### src/rtl/fetch_queue_if.sv
// Fetch queue bus: instruction-memory request/response, branch redirect and
// head-of-queue delivery to the datapath.
interface fetch_queue_if #(
  parameter int DEPTH = 4
);
  logic                   imem_req;
  logic [31:0]            imem_addr;
  logic                   imem_ack;
  logic [31:0]            imem_data;
  logic                   redirect;
  logic [31:0]            redirect_pc;
  logic                   instr_valid;
  logic [31:0]            instr;
  logic [31:0]            instr_pc;
  logic                   instr_ready;
  logic [$clog2(DEPTH):0] count;

  // The fetch queue itself drives requests and the head entry.
  modport master (
    output imem_req, imem_addr,
    input  imem_ack, imem_data,
    input  redirect, redirect_pc,
    output instr_valid, instr, instr_pc,
    input  instr_ready,
    output count
  );

  // Memory and datapath side.
  modport slave (
    input  imem_req, imem_addr,
    output imem_ack, imem_data,
    output redirect, redirect_pc,
    input  instr_valid, instr, instr_pc,
    output instr_ready,
    input  count
  );
endinterface

### src/rtl/fetch_queue.sv
// Instruction fetch queue: issues sequential word fetches to instruction
// memory, buffers {pc, instr} pairs in a DEPTH-entry circular queue and
// restarts the stream on a redirect, discarding any in-flight stale response.
module fetch_queue #(
  parameter int          DEPTH    = 4,
  parameter logic [31:0] RESET_PC = 32'h0
) (
  input logic           clk,
  input logic           reset,
  fetch_queue_if.master bus
);
  localparam int AW = $clog2(DEPTH);
  localparam int CW = AW + 1;
  localparam logic [CW-1:0] FULL_CNT = CW'(DEPTH);

  typedef enum logic [1:0] {
    ST_IDLE = 2'd0,
    ST_REQ  = 2'd1,
    ST_DROP = 2'd2
  } state_t;

  state_t        r_state;
  logic          r_req;
  logic [31:0]   r_fetch_pc;
  logic [31:0]   r_req_addr;
  logic [AW-1:0] r_rd_ptr;
  logic [AW-1:0] r_wr_ptr;
  logic [CW-1:0] r_count;
  logic [63:0]   r_mem [DEPTH];

  logic          w_push;
  logic          w_pop;
  logic [CW-1:0] w_count_nxt;
  logic [31:0]   w_pc_inc;

  // A response is only accepted for a fresh request; a redirect kills it.
  assign w_push   = (r_state == ST_REQ) && bus.imem_ack && !bus.redirect;
  assign w_pop    = (r_count != {CW{1'b0}}) && bus.instr_ready && !bus.redirect;
  assign w_pc_inc = r_fetch_pc + 32'd1;

  assign bus.imem_req    = r_req;
  assign bus.imem_addr   = r_req_addr;
  assign bus.count       = r_count;
  assign bus.instr_valid = (r_count != {CW{1'b0}});
  assign {bus.instr_pc, bus.instr} = r_mem[r_rd_ptr];

  // Occupancy after this cycle's push/pop, used to stop fetching when full.
  always_comb begin
    w_count_nxt = r_count;
    if (w_push && !w_pop) begin
      w_count_nxt = r_count + CW'(1'b1);
    end else if (!w_push && w_pop) begin
      w_count_nxt = r_count - CW'(1'b1);
    end else begin
      w_count_nxt = r_count;
    end
  end

  // Queue storage: write the {address, data} pair of an accepted response.
  always_ff @(posedge clk) begin
    if (!reset && w_push) begin
      r_mem[r_wr_ptr] <= {bus.imem_addr, bus.imem_data};
    end
  end

  // Fetch FSM and queue bookkeeping; redirect flushes and overrides push/pop.
  always_ff @(posedge clk) begin
    if (reset) begin
      r_state    <= ST_IDLE;
      r_req      <= 1'b0;
      r_fetch_pc <= RESET_PC;
      r_req_addr <= RESET_PC;
      r_rd_ptr   <= {AW{1'b0}};
      r_wr_ptr   <= {AW{1'b0}};
      r_count    <= {CW{1'b0}};
    end else begin
      if (bus.redirect) begin
        r_rd_ptr <= {AW{1'b0}};
        r_wr_ptr <= {AW{1'b0}};
        r_count  <= {CW{1'b0}};
      end else begin
        if (w_push) r_wr_ptr <= r_wr_ptr + AW'(1'b1);
        if (w_pop)  r_rd_ptr <= r_rd_ptr + AW'(1'b1);
        r_count <= w_count_nxt;
      end

      case (r_state)
        ST_IDLE: begin
          if (bus.redirect) begin
            r_fetch_pc <= bus.redirect_pc;
            r_req_addr <= bus.redirect_pc;
            r_state    <= ST_REQ;
            r_req      <= 1'b1;
          end else if (r_count < FULL_CNT) begin
            r_req_addr <= r_fetch_pc;
            r_state    <= ST_REQ;
            r_req      <= 1'b1;
          end else begin
            r_state <= ST_IDLE;
            r_req   <= 1'b0;
          end
        end
        ST_REQ: begin
          if (bus.redirect && bus.imem_ack) begin
            // Old response arrives with the redirect: drop it, go straight on.
            r_fetch_pc <= bus.redirect_pc;
            r_req_addr <= bus.redirect_pc;
            r_state    <= ST_REQ;
            r_req      <= 1'b1;
          end else if (bus.redirect) begin
            // Request still in flight: keep its address until it is acked.
            r_fetch_pc <= bus.redirect_pc;
            r_state    <= ST_DROP;
            r_req      <= 1'b1;
          end else if (bus.imem_ack) begin
            r_fetch_pc <= w_pc_inc;
            r_req_addr <= w_pc_inc;
            if (w_count_nxt == FULL_CNT) begin
              r_state <= ST_IDLE;
              r_req   <= 1'b0;
            end else begin
              r_state <= ST_REQ;
              r_req   <= 1'b1;
            end
          end else begin
            r_state <= ST_REQ;
            r_req   <= 1'b1;
          end
        end
        ST_DROP: begin
          if (bus.imem_ack) begin
            if (bus.redirect) begin
              r_fetch_pc <= bus.redirect_pc;
              r_req_addr <= bus.redirect_pc;
            end else begin
              r_req_addr <= r_fetch_pc;
            end
            r_state <= ST_REQ;
            r_req   <= 1'b1;
          end else begin
            if (bus.redirect) begin
              r_fetch_pc <= bus.redirect_pc;
            end
            r_state <= ST_DROP;
            r_req   <= 1'b1;
          end
        end
        default: begin
          r_state <= ST_IDLE;
          r_req   <= 1'b0;
        end
      endcase
    end
  end
endmodule

### src/flat_wrapper.sv
// flat-port wrapper written by rule: the top's interface ports become plain ports
module fetch_queue_flat 
#(
  parameter int          DEPTH    = 4,
  parameter logic [31:0] RESET_PC = 32'h0
)
  (clk, reset, bus_imem_req, bus_imem_addr, bus_imem_ack, bus_imem_data, bus_redirect, bus_redirect_pc, bus_instr_valid, bus_instr, bus_instr_pc, bus_instr_ready, bus_count);
  fetch_queue_if #(.DEPTH(DEPTH)) bus_i ();
  input logic clk;
  input logic reset;
  output wire logic [$bits(bus_i.imem_req)-1:0] bus_imem_req;
  output wire logic [$bits(bus_i.imem_addr)-1:0] bus_imem_addr;
  input wire logic [$bits(bus_i.imem_ack)-1:0] bus_imem_ack;
  input wire logic [$bits(bus_i.imem_data)-1:0] bus_imem_data;
  input wire logic [$bits(bus_i.redirect)-1:0] bus_redirect;
  input wire logic [$bits(bus_i.redirect_pc)-1:0] bus_redirect_pc;
  output wire logic [$bits(bus_i.instr_valid)-1:0] bus_instr_valid;
  output wire logic [$bits(bus_i.instr)-1:0] bus_instr;
  output wire logic [$bits(bus_i.instr_pc)-1:0] bus_instr_pc;
  input wire logic [$bits(bus_i.instr_ready)-1:0] bus_instr_ready;
  output wire logic [$bits(bus_i.count)-1:0] bus_count;
  assign bus_imem_req = bus_i.imem_req;
  assign bus_imem_addr = bus_i.imem_addr;
  assign bus_i.imem_ack = bus_imem_ack;
  assign bus_i.imem_data = bus_imem_data;
  assign bus_i.redirect = bus_redirect;
  assign bus_i.redirect_pc = bus_redirect_pc;
  assign bus_instr_valid = bus_i.instr_valid;
  assign bus_instr = bus_i.instr;
  assign bus_instr_pc = bus_i.instr_pc;
  assign bus_i.instr_ready = bus_instr_ready;
  assign bus_count = bus_i.count;
  fetch_queue #(.DEPTH(DEPTH), .RESET_PC(RESET_PC)) u_core (.clk(clk), .reset(reset), .bus(bus_i));
endmodule
### config.mk
export PLATFORM = sky130hd
export DESIGN_NAME = fetch_queue_flat
export DESIGN_NICKNAME = d
export VERILOG_FILES = /design/src/rtl/fetch_queue_if.sv /design/src/rtl/fetch_queue.sv /design/src/flat_wrapper.sv
export SDC_FILE = /design/constraint.sdc
export NUM_CORES = 1
export LEC_CHECK = 0
export CORE_ASPECT_RATIO = 1.1
export CORE_MARGIN = 3
export CORE_UTILIZATION = 38
export DETAILED_ROUTE_END_ITERATION = 8
export GPL_ROUTABILITY_DRIVEN = 0
export HOLD_SLACK_MARGIN = 0.03
export SETUP_SLACK_MARGIN = 0.5
export SLEW_MARGIN = 40
export SYNTH_ARGS = -nofsm -noshare
export SYNTH_HDL_FRONTEND = slang
export SYNTH_SLANG_ARGS = --single-unit
### constraint.sdc
create_clock -name clk -period 4.5 [get_ports clk]
set_clock_uncertainty 0.15 [all_clocks]
set_input_delay 0.675 -clock clk [delete_from_list [all_inputs] [get_ports clk]]
set_output_delay 0.675 -clock clk [all_outputs]
set_load 0.005 [all_outputs]
# == Word-level counts from Yosys, hierarchy flattened ==
# Memories as Yosys holds them, arrays and structs flattened. A register that Yosys moved wholly into a read port is not among the register bits.
# Index checks and enable logic that the tools add are counted.
# Widths: inputs -> output; s select.
# word_totals
reg_bits,74
latch_bits,0
ramBits,256
romBits,0
in_bits,69
word_cells,74
n_memories,1
# op_classes
addsub,5
multipliers,0
div,0
order_cmp,1
n_eq_ne,8
n_shift,0
n_mux,32
bitwise,0
n_reduce_logical,20
# memory_table
name,depth,word_bits,rd,rd_ports_with_merged_regs,write_ports,line,source
u_core.r_mem,4,64,1,1,1,fetch_queue.sv:29,logic [63:0] r_mem [DEPTH];
# op_table
cell,n
$mux 32,9
$pmux 32 s3,1
$pmux 32 s2,1
$add 32x1->32 const B,1
$mux 2,6
$mux 1,11
$logic_and 1x1->1,8
$mux 3,2
$ne 3x3->1 const B,2
$pmux 2 s3,1
$reduce_bool 3->1,2
$reduce_and 5->1,1
$add 2x1->2 const B,2
$logic_not 1->1,4
$ne 4x4->1 const B,1
$reduce_or 2->1,2
$add 3x1->3 const B,1
$eq 3x3->1 const B,1
$lt 3x3->1 const B,1
$ne 3x2->1 const B,1
$pmux 1 s3,1
$sub 3x1->3 const B,1
$eq 2x1->1 const B,1
$eq 2x2->1 const B,1
other kinds (4),4

# == Depth between registers and ports, before layout ==
# Gate-level depths: netlist (run 1).
# logic_depth
depth_word,13
mapped_depth,9
mapped_depth_nobuf,8

# == Least setup slack after synthesis (run 1) ==
# Ideal clock, no wire load.
# synth_path
kind,in2reg
from,input port bus_redirect
to,"memory u_core.r_mem[0][0], enable pin"
arrival_time_ps,3076
required_time_ps,3921
path_slack_ps,845
stages,5
n_path_buf,3
cell_sequence,buf_2 > and4bb_1 > buf_2 > clkbuf_1 > and3_1
# synth_via
elab_chain_len,5
# synth_lines
element,line,source
"start, declared",flat_wrapper.sv:15,input wire logic [$bits(bus_i.redirect)-1:0] bus_redirect;
$logic_not 1->1,fetch_queue.sv:37,assign w_push = (r_state == ST_REQ) && bus.imem_ack && !bus.redirect;
$logic_and 1x1->1,fetch_queue.sv:37,
$logic_and 1x1->1,fetch_queue.sv:61,if (!reset && w_push) begin
$mux 1,fetch_queue.sv:61,
$mux 1 (not written as such),fetch_queue.sv:62,"r_mem[r_wr_ptr] <= {bus.imem_addr, bus.imem_data};"
"end, declared",fetch_queue.sv:29,
# No other way between the ends.

==> metrics.cfg, run 1 <==
[outcome]
outcome=completed

[die]
fp-row-count=73
die_height_um=208
die-area_um2=39600
die_width_um=190
initial_core_util_pct=38.8
core_um2=36400
io_pins=170

[clock_network]
clk_pin_slew_ns=0.06
hold_buffers=0
htreeDepth=2
clock-sinks=332
cts_made_buffers=36
cts_tree=built
cts_setup_buffers=0
clock_latency_ns=0.52
cts_buffer_depth=3
ctsResizeCount=0
cts_root_buffer=clkbuf_16

[sta]
tightestPinTransition_ns=0.866
fmax_mhz=283
setup_viol=0
slew_viol_final=0
min_period_ns=3.53
tns_ns=0
max-slew-margin-rel_pct=41.9
rsz0062_at_grt=false
final.period_utilization_pct=78.4
hold_viol_final=0

[detailed_routing]
dr.pass1.iters=8
wirelength_um=36500
drt-initial-drc-count=940
wl_per_cell_um=22.0
ant_nets=0
vias=9352
via_per_inst=5.64
drc=0

[synthesis]
synth_fp_nets=1054
yosysWarnings=0
syn_inst=977
synth_area_um2=14200
postSynthAreaPerCell_um2=14.5
synth_edf_count=256
seq_area_frac_synth_pct=65.1
synth_flop_cell=edfxtp_1
synth_cell_type_count=79
ys_seq_elements=332
async_flop_share_pct=0

[flow_run]
cap_violations=0

[power]
peakVddDrop_v=0.000218
power_leakage_nw=5.73
power_density_nw_per_um2=417

[global_routing]
gr-total-overflow=0
grt_pass1_vias=9181
grt_pass1_wl_um=56500
grt_max_degree=41
grt_antenna_before_repair=1
grtUsageTotal_pct=18.3

[critical_path]
crit_path_start_kind=flip-flop
worstPathRequired_ns=3.67
ff2ff_setup_slack_ns=1.81
cp_max_fo=27
end_kind=primary output
arrival_ns=2.70
crit_type=reg -> out

[place]
io_buffer_count=169
placedCellCount=1595
place_hpwl_um=24300

[finish]
stdcell_count=1659
drive_gt1_share_pct=15.6
final_nets=1223
area_growth_pct=25.4

[worst_hold_path]
hp-class=reg -> reg

==> placed cells by master (no fill, tap or decap), types with 5 or more instances in the layout <==
cell type	instances
a2111oi_0	7
a211oi_1	14
a21oi_1	55
a221oi_1	17
a222oi_1	8
a22oi_1	5
a311oi_1	5
a31oi_1	12
and3_1	12
buf_12	11
buf_4	25
bufinv_16	7
clkbuf_1	7
clkbuf_16	37
clkdlybuf4s50_1	168
clkinv_1	6
dfxtp_1	74
edfxtp_1	256
ha_1	8
inv_1	13
mux2i_1	6
mux4_2	64
nand2_1	43
nand2b_1	8
nand3_1	32
nand4_1	8
nor2_1	62
nor3_1	20
nor4_1	7
o21ai_0	59
o22ai_1	6
or3_1	6
xnor2_1	11
xor2_1	11
==> synth_stat cells, drive strengths merged, types with 9 or more instances <==
library cell / instances / area (um^2)
edfxtp: 256 / 7690
and3: 17 / 108
clkbuf: 41 / 190
nand3: 33 / 170
nor2: 63 / 236
nor4: 9 / 71.3
o21ai: 62 / 314
inv: 13 / 48.8
mux4: 64 / 1440
a221oi: 17 / 149
a21oi: 56 / 284
nand4: 11 / 105
xor2: 11 / 96.3
xnor2: 11 / 96.3
nor3: 22 / 126
a31oi: 12 / 75.1
a211oi: 14 / 105
dfxtp: 76 / 1520
buf: 31 / 188
nand2: 44 / 168
==> worst max-delay path, stage by stage, from the launching register on <==
cell	delay (ns)
dfxtp_4	0.77
buf_4	0.36
mux4_2	0.56
clkdlybuf4s50_1	0.46
==> area by class of cell <==
| class | instances | area, um^2 |
|---|---|---|
| Tap cell | 487 | 609 |
| Clock buffer | 44 | 952 |
| Fill cell | 3120 | 18700 |
| Multi-Input combinational cell | 558 | 4560 |
| Sequential cell | 332 | 9220 |
| Timing Repair Buffer | 205 | 2090 |
| Clock inverter | 19 | 272 |
| Inverter | 13 | 48.8 |
| Antenna cell | 1 | 2.50 |
==> per-stage QoR <==
stage / area (um^2) / hold slack [ns] / power (mW) / setup WS, ns / util [%]
after floorplan: 14200 / 0.319 / 3.99 / 0.845 / -
after global placement: 16500 / 0.340 / 4.40 / 1.31 / 45.3
after detailed placement: 16500 / 0.341 / 4.41 / 1.34 / 45.3
after CTS: 17700 / 0.350 / 7.50 / 0.850 / 48.7
after global routing: 17800 / 0.396 / 7.70 / 0.792 / 48.7
final: 17800 / 0.350 / 7.41 / 0.972 / 48.7
==> metal layers <==
| metal | vias up | wire length (um) | GRT usage (%) |
|---|---|---|---|
| met5 | - | 0 | 0 |
| met4 | 0 | 735 | 4.79 |
| met3 | 53 | 2610 | 3.47 |
| met2 | 386 | 17400 | 29.5 |
| met1 | 4678 | 15800 | 25.7 |
| li1 | 4235 | - | - |
==> power breakdown <==
part / internal, mW / switching [mW]
Clock: 1.90 / 1.15
Sequential: 3.44 / 0.154
Combinational: 0.350 / 0.403
==> registers in the layout, indices dropped and copies added (netlist names), named ones only <==
name,flops
u_core.bus.count,3
u_core.bus.imem_addr,32
u_core.bus.imem_req,1
u_core.r_fetch_pc,32
u_core.r_mem,256
u_core.r_rd_ptr,2
u_core.r_state,2
u_core.r_wr_ptr,2
==> cells by family (layout without fill, tap and decap cells) <==
group	Yosys count	after routing	share of synthesized area [%]
compound gates	224	224	10.4
xor+xnor	22	22	1.36
fa+ha+maj	8	8	0.707
buf+inv	87	281	3.15
flops	332	332	65.1
mux	70	70	10.6
other cells	0	1	0
simple gates	234	234	8.72
==> final timing paths <==
| check | from | end | depth (start not counted) |
|---|---|---|---|
| max | flip-flop | bus_instr_pc[17] | 3 |
| min | u_core.r_wr_ptr[1]$_SDFFE_PP0N_ | u_core.r_wr_ptr[1]$_SDFFE_PP0N_ | 2 |
| max reg2reg | u_core.r_fetch_pc[4]$_SDFFE_PP0P_ | u_core.bus.imem_addr[23]$_SDFFE_PP0P_ | 6 |
| min reg2reg | u_core.r_wr_ptr[1]$_SDFFE_PP0N_ | u_core.r_wr_ptr[1]$_SDFFE_PP0N_ | 2 |
Note: power is estimated with default switching activity, not from simulation.
==> run 2, diff against run 1 <==
clock period = 3.2 ns   (was 4.5 ns; I/O delays follow)
==> run 2 against run 1 <==
Sequential power increased by 41%. Cell count increased by 2.6%. First-iteration DRC count shrank 4.9%. Core utilization grew 0.71 points. Hold slack gained 0.0080 ns. Register-to-register slack worse by 1.2 ns. Non-clock buffer count is 40 higher. Combinational power rose by 43%. Clock power is 29% higher. Sequential share of layout area is 0.75 points lower. Critical path type unchanged. Critical endpoint is now bus_instr[8]. Largest cell class unchanged. Highest routed layer unchanged.
==> metrics.cfg, run 2 (synthesized netlist as in run 1, its figures left out) <==
[global_routing]
grt_pass1_vias=9319  ; was 9181
gr-total-overflow=0  ; unchanged
grt_max_degree=39  ; was 41
grt_pass1_wl_um=57300  ; was 56500 um
grt_antenna_before_repair=1  ; unchanged
grtUsageTotal_pct=18.6  ; was 18.3%

[sta]
tns_ns=0  ; unchanged
min_period_ns=2.76
slew_viol_final=0  ; unchanged
fmax_mhz=362
max-slew-margin-rel_pct=53.8  ; was 41.9%
tightestPinTransition_ns=0.688  ; was 0.866 ns
rsz0062_at_grt=true  ; was false
final.period_utilization_pct=86.3
setup_viol=0  ; unchanged
hold_viol_final=0  ; unchanged

[critical_path]
worstPathRequired_ns=2.57  ; was 3.67 ns
slowest_stage=mux4_2  ; was dfxtp_4
rr_endpoint=u_core.bus.imem_addr[20]$_SDFFE_PP0P_  ; was u_core.bus.imem_addr[23]$_SDFFE_PP0P_
crit_path_start_kind=flip-flop  ; unchanged
ff2ff_path_depth=8  ; was 6
rr_startpoint=u_core.r_fetch_pc[0]$_SDFFE_PP0P_  ; was u_core.r_fetch_pc[4]$_SDFFE_PP0P_
path_cells=buf_16, mux4_2, clkdlybuf4s50_1  ; was buf_4, mux4_2, clkdlybuf4s50_1
cpPeakStageDelay_ns=0.53  ; was 0.77 ns
arrival_ns=2.13  ; was 2.70 ns
crit_type=reg -> out  ; unchanged
end_kind=primary output  ; unchanged
cp_max_fo=12  ; was 27
ff2ff_setup_slack_ns=0.66  ; was 1.81 ns

[worst_hold_path]
holdPathEnd=u_core.r_wr_ptr[1]$_SDFFE_PP0N_  ; unchanged
worst_hold_startpoint=u_core.r_wr_ptr[1]$_SDFFE_PP0N_  ; unchanged
hp-class=reg -> reg  ; unchanged
whs_path_depth=2  ; unchanged

[finish]
layout_common_cells=256 x edfxtp_1, 121 x clkdlybuf4s50_1, 74 x dfxtp_1  ; was 256 x edfxtp_1, 168 x clkdlybuf4s50_1, 74 x dfxtp_1
stdcell_count=1702  ; was 1659
seqCellArea_um2=9220  ; unchanged
drive_gt1_share_pct=21.4  ; was 15.6%
n_fill_cell=3090  ; was 3120
regMostFlops=u_core.r_mem  ; unchanged
area_growth_pct=27.2  ; was 25.4%
largest_reg_flops=256  ; unchanged
layout_commonest_cell=edfxtp_1  ; unchanged
multi_input_area_um2=4560  ; about the same
final_nets=1263  ; was 1223

[clock_network]
cts_tree=built  ; unchanged
htreeDepth=2  ; unchanged
cts_buffer_depth=3  ; unchanged
hold_buffers=0  ; unchanged
clock_latency_ns=0.52  ; about the same
cts_made_buffers=36  ; unchanged
clk_pin_slew_ns=0.05  ; was 0.06 ns
cts_root_buffer=clkbuf_16  ; unchanged
clock-sinks=332  ; unchanged

[outcome]
outcome=completed  ; unchanged

[die]
die-area_um2=39600  ; unchanged
die_width_um=190  ; unchanged
fp-row-count=73  ; unchanged
core_um2=36400  ; unchanged
io_pins=170  ; unchanged
initial_core_util_pct=38.8  ; unchanged
die_height_um=208  ; unchanged

[place]
place_hpwl_um=24500  ; was 24300 um
io_buffer_count=169  ; unchanged
placedCellCount=1606  ; was 1595

[detailed_routing]
dr.pass1.iters=8  ; unchanged
drc=0  ; unchanged
vias=9431  ; was 9352
drt-initial-drc-count=894  ; was 940
via_per_inst=5.54  ; was 5.64
wl_per_cell_um=21.9  ; was 22.0 um
wirelength_um=37300  ; was 36500 um
ant_nets=0  ; unchanged

[power]
peakVddDrop_v=0.000269  ; was 0.000218 V
power_density_nw_per_um2=560  ; was 417 nW/um^2
power_leakage_nw=5.99  ; was 5.73 nW

[flow_run]
cap_violations=0  ; unchanged

[run 2: through the flow]
step / cell area (um^2) / hold WS, ns / utilization, % / setup WS (ns) / total power [mW]
final: 18000 / 0.358 / 49.4 / 0.437 / 10.1
after global placement: 16600 / 0.328 / 45.5 / 0.531 / 6.22
after CTS: 17900 / 0.352 / 49.2 / 0.364 / 10.2
after detailed placement: 16600 / 0.358 / 45.6 / 0.468 / 6.23
after global routing: 18000 / 0.385 / 49.4 / 0.338 / 10.5
after floorplan: 14200 / 0.319 / - / 0.445 / 5.61
[run 2: worst max-delay path by stage]
stage | startpoint | to | slack (ns)
2_1_floorplan | bus_redirect | u_core.r_mem[0][0]$_DFFE_PP_ | 0.44
3_3_place_gp | bus_imem_ack | u_core.r_state[0]$_SDFF_PP0_ | 0.53
3_5_place_dp | bus_redirect | u_core.r_state[0]$_SDFF_PP0_ | 0.47
4_1_cts | flip-flop | bus_instr[8] | 0.36
5_1_grt | flip-flop | bus_instr_pc[31] | 0.34
6_report | flip-flop | bus_instr[8] | 0.44
[run 2: timing repair]
item | in CTS | in global routing
setup endpoints to repair | 64 | 60
cloned | 2 | 1
pin swaps | 0 | 1
gates resized for setup | 131 | 35
setup buffers | 20 | 6
[run 2: report_power, final]
group	internal (mW)	switching, mW
Sequential	4.84	0.214
Clock	2.33	1.62
Combinational	0.508	0.577
[run 2: layer usage]
metal	GRT usage, %	wire length [um]	vias to the layer above
li1	-	-	4318
met1	26.0	15700	4681
met2	30.0	18200	387
met3	4.06	2840	45
met4	4.03	564	0
met5	0	0	-
[run 2: critical path: cells and delay by family (launching register included)]
kind     cells  cell delay, ns
buf+inv      2            0.64
mux          1            0.53
flops        1            0.44
[run 2: cell type report]
| cell class | count | area share (%) |
|---|---|---|
| Clock buffer | 46 | 5.44 |
| Clock inverter | 20 | 0.813 |
| Inverter | 13 | 0.271 |
| Timing Repair Buffer | 245 | 13.6 |
| Multi-Input combinational cell | 558 | 25.3 |
| Antenna cell | 1 | 0.0139 |
| Tap cell | 487 | 3.38 |
| Sequential cell | 332 | 51.2 |
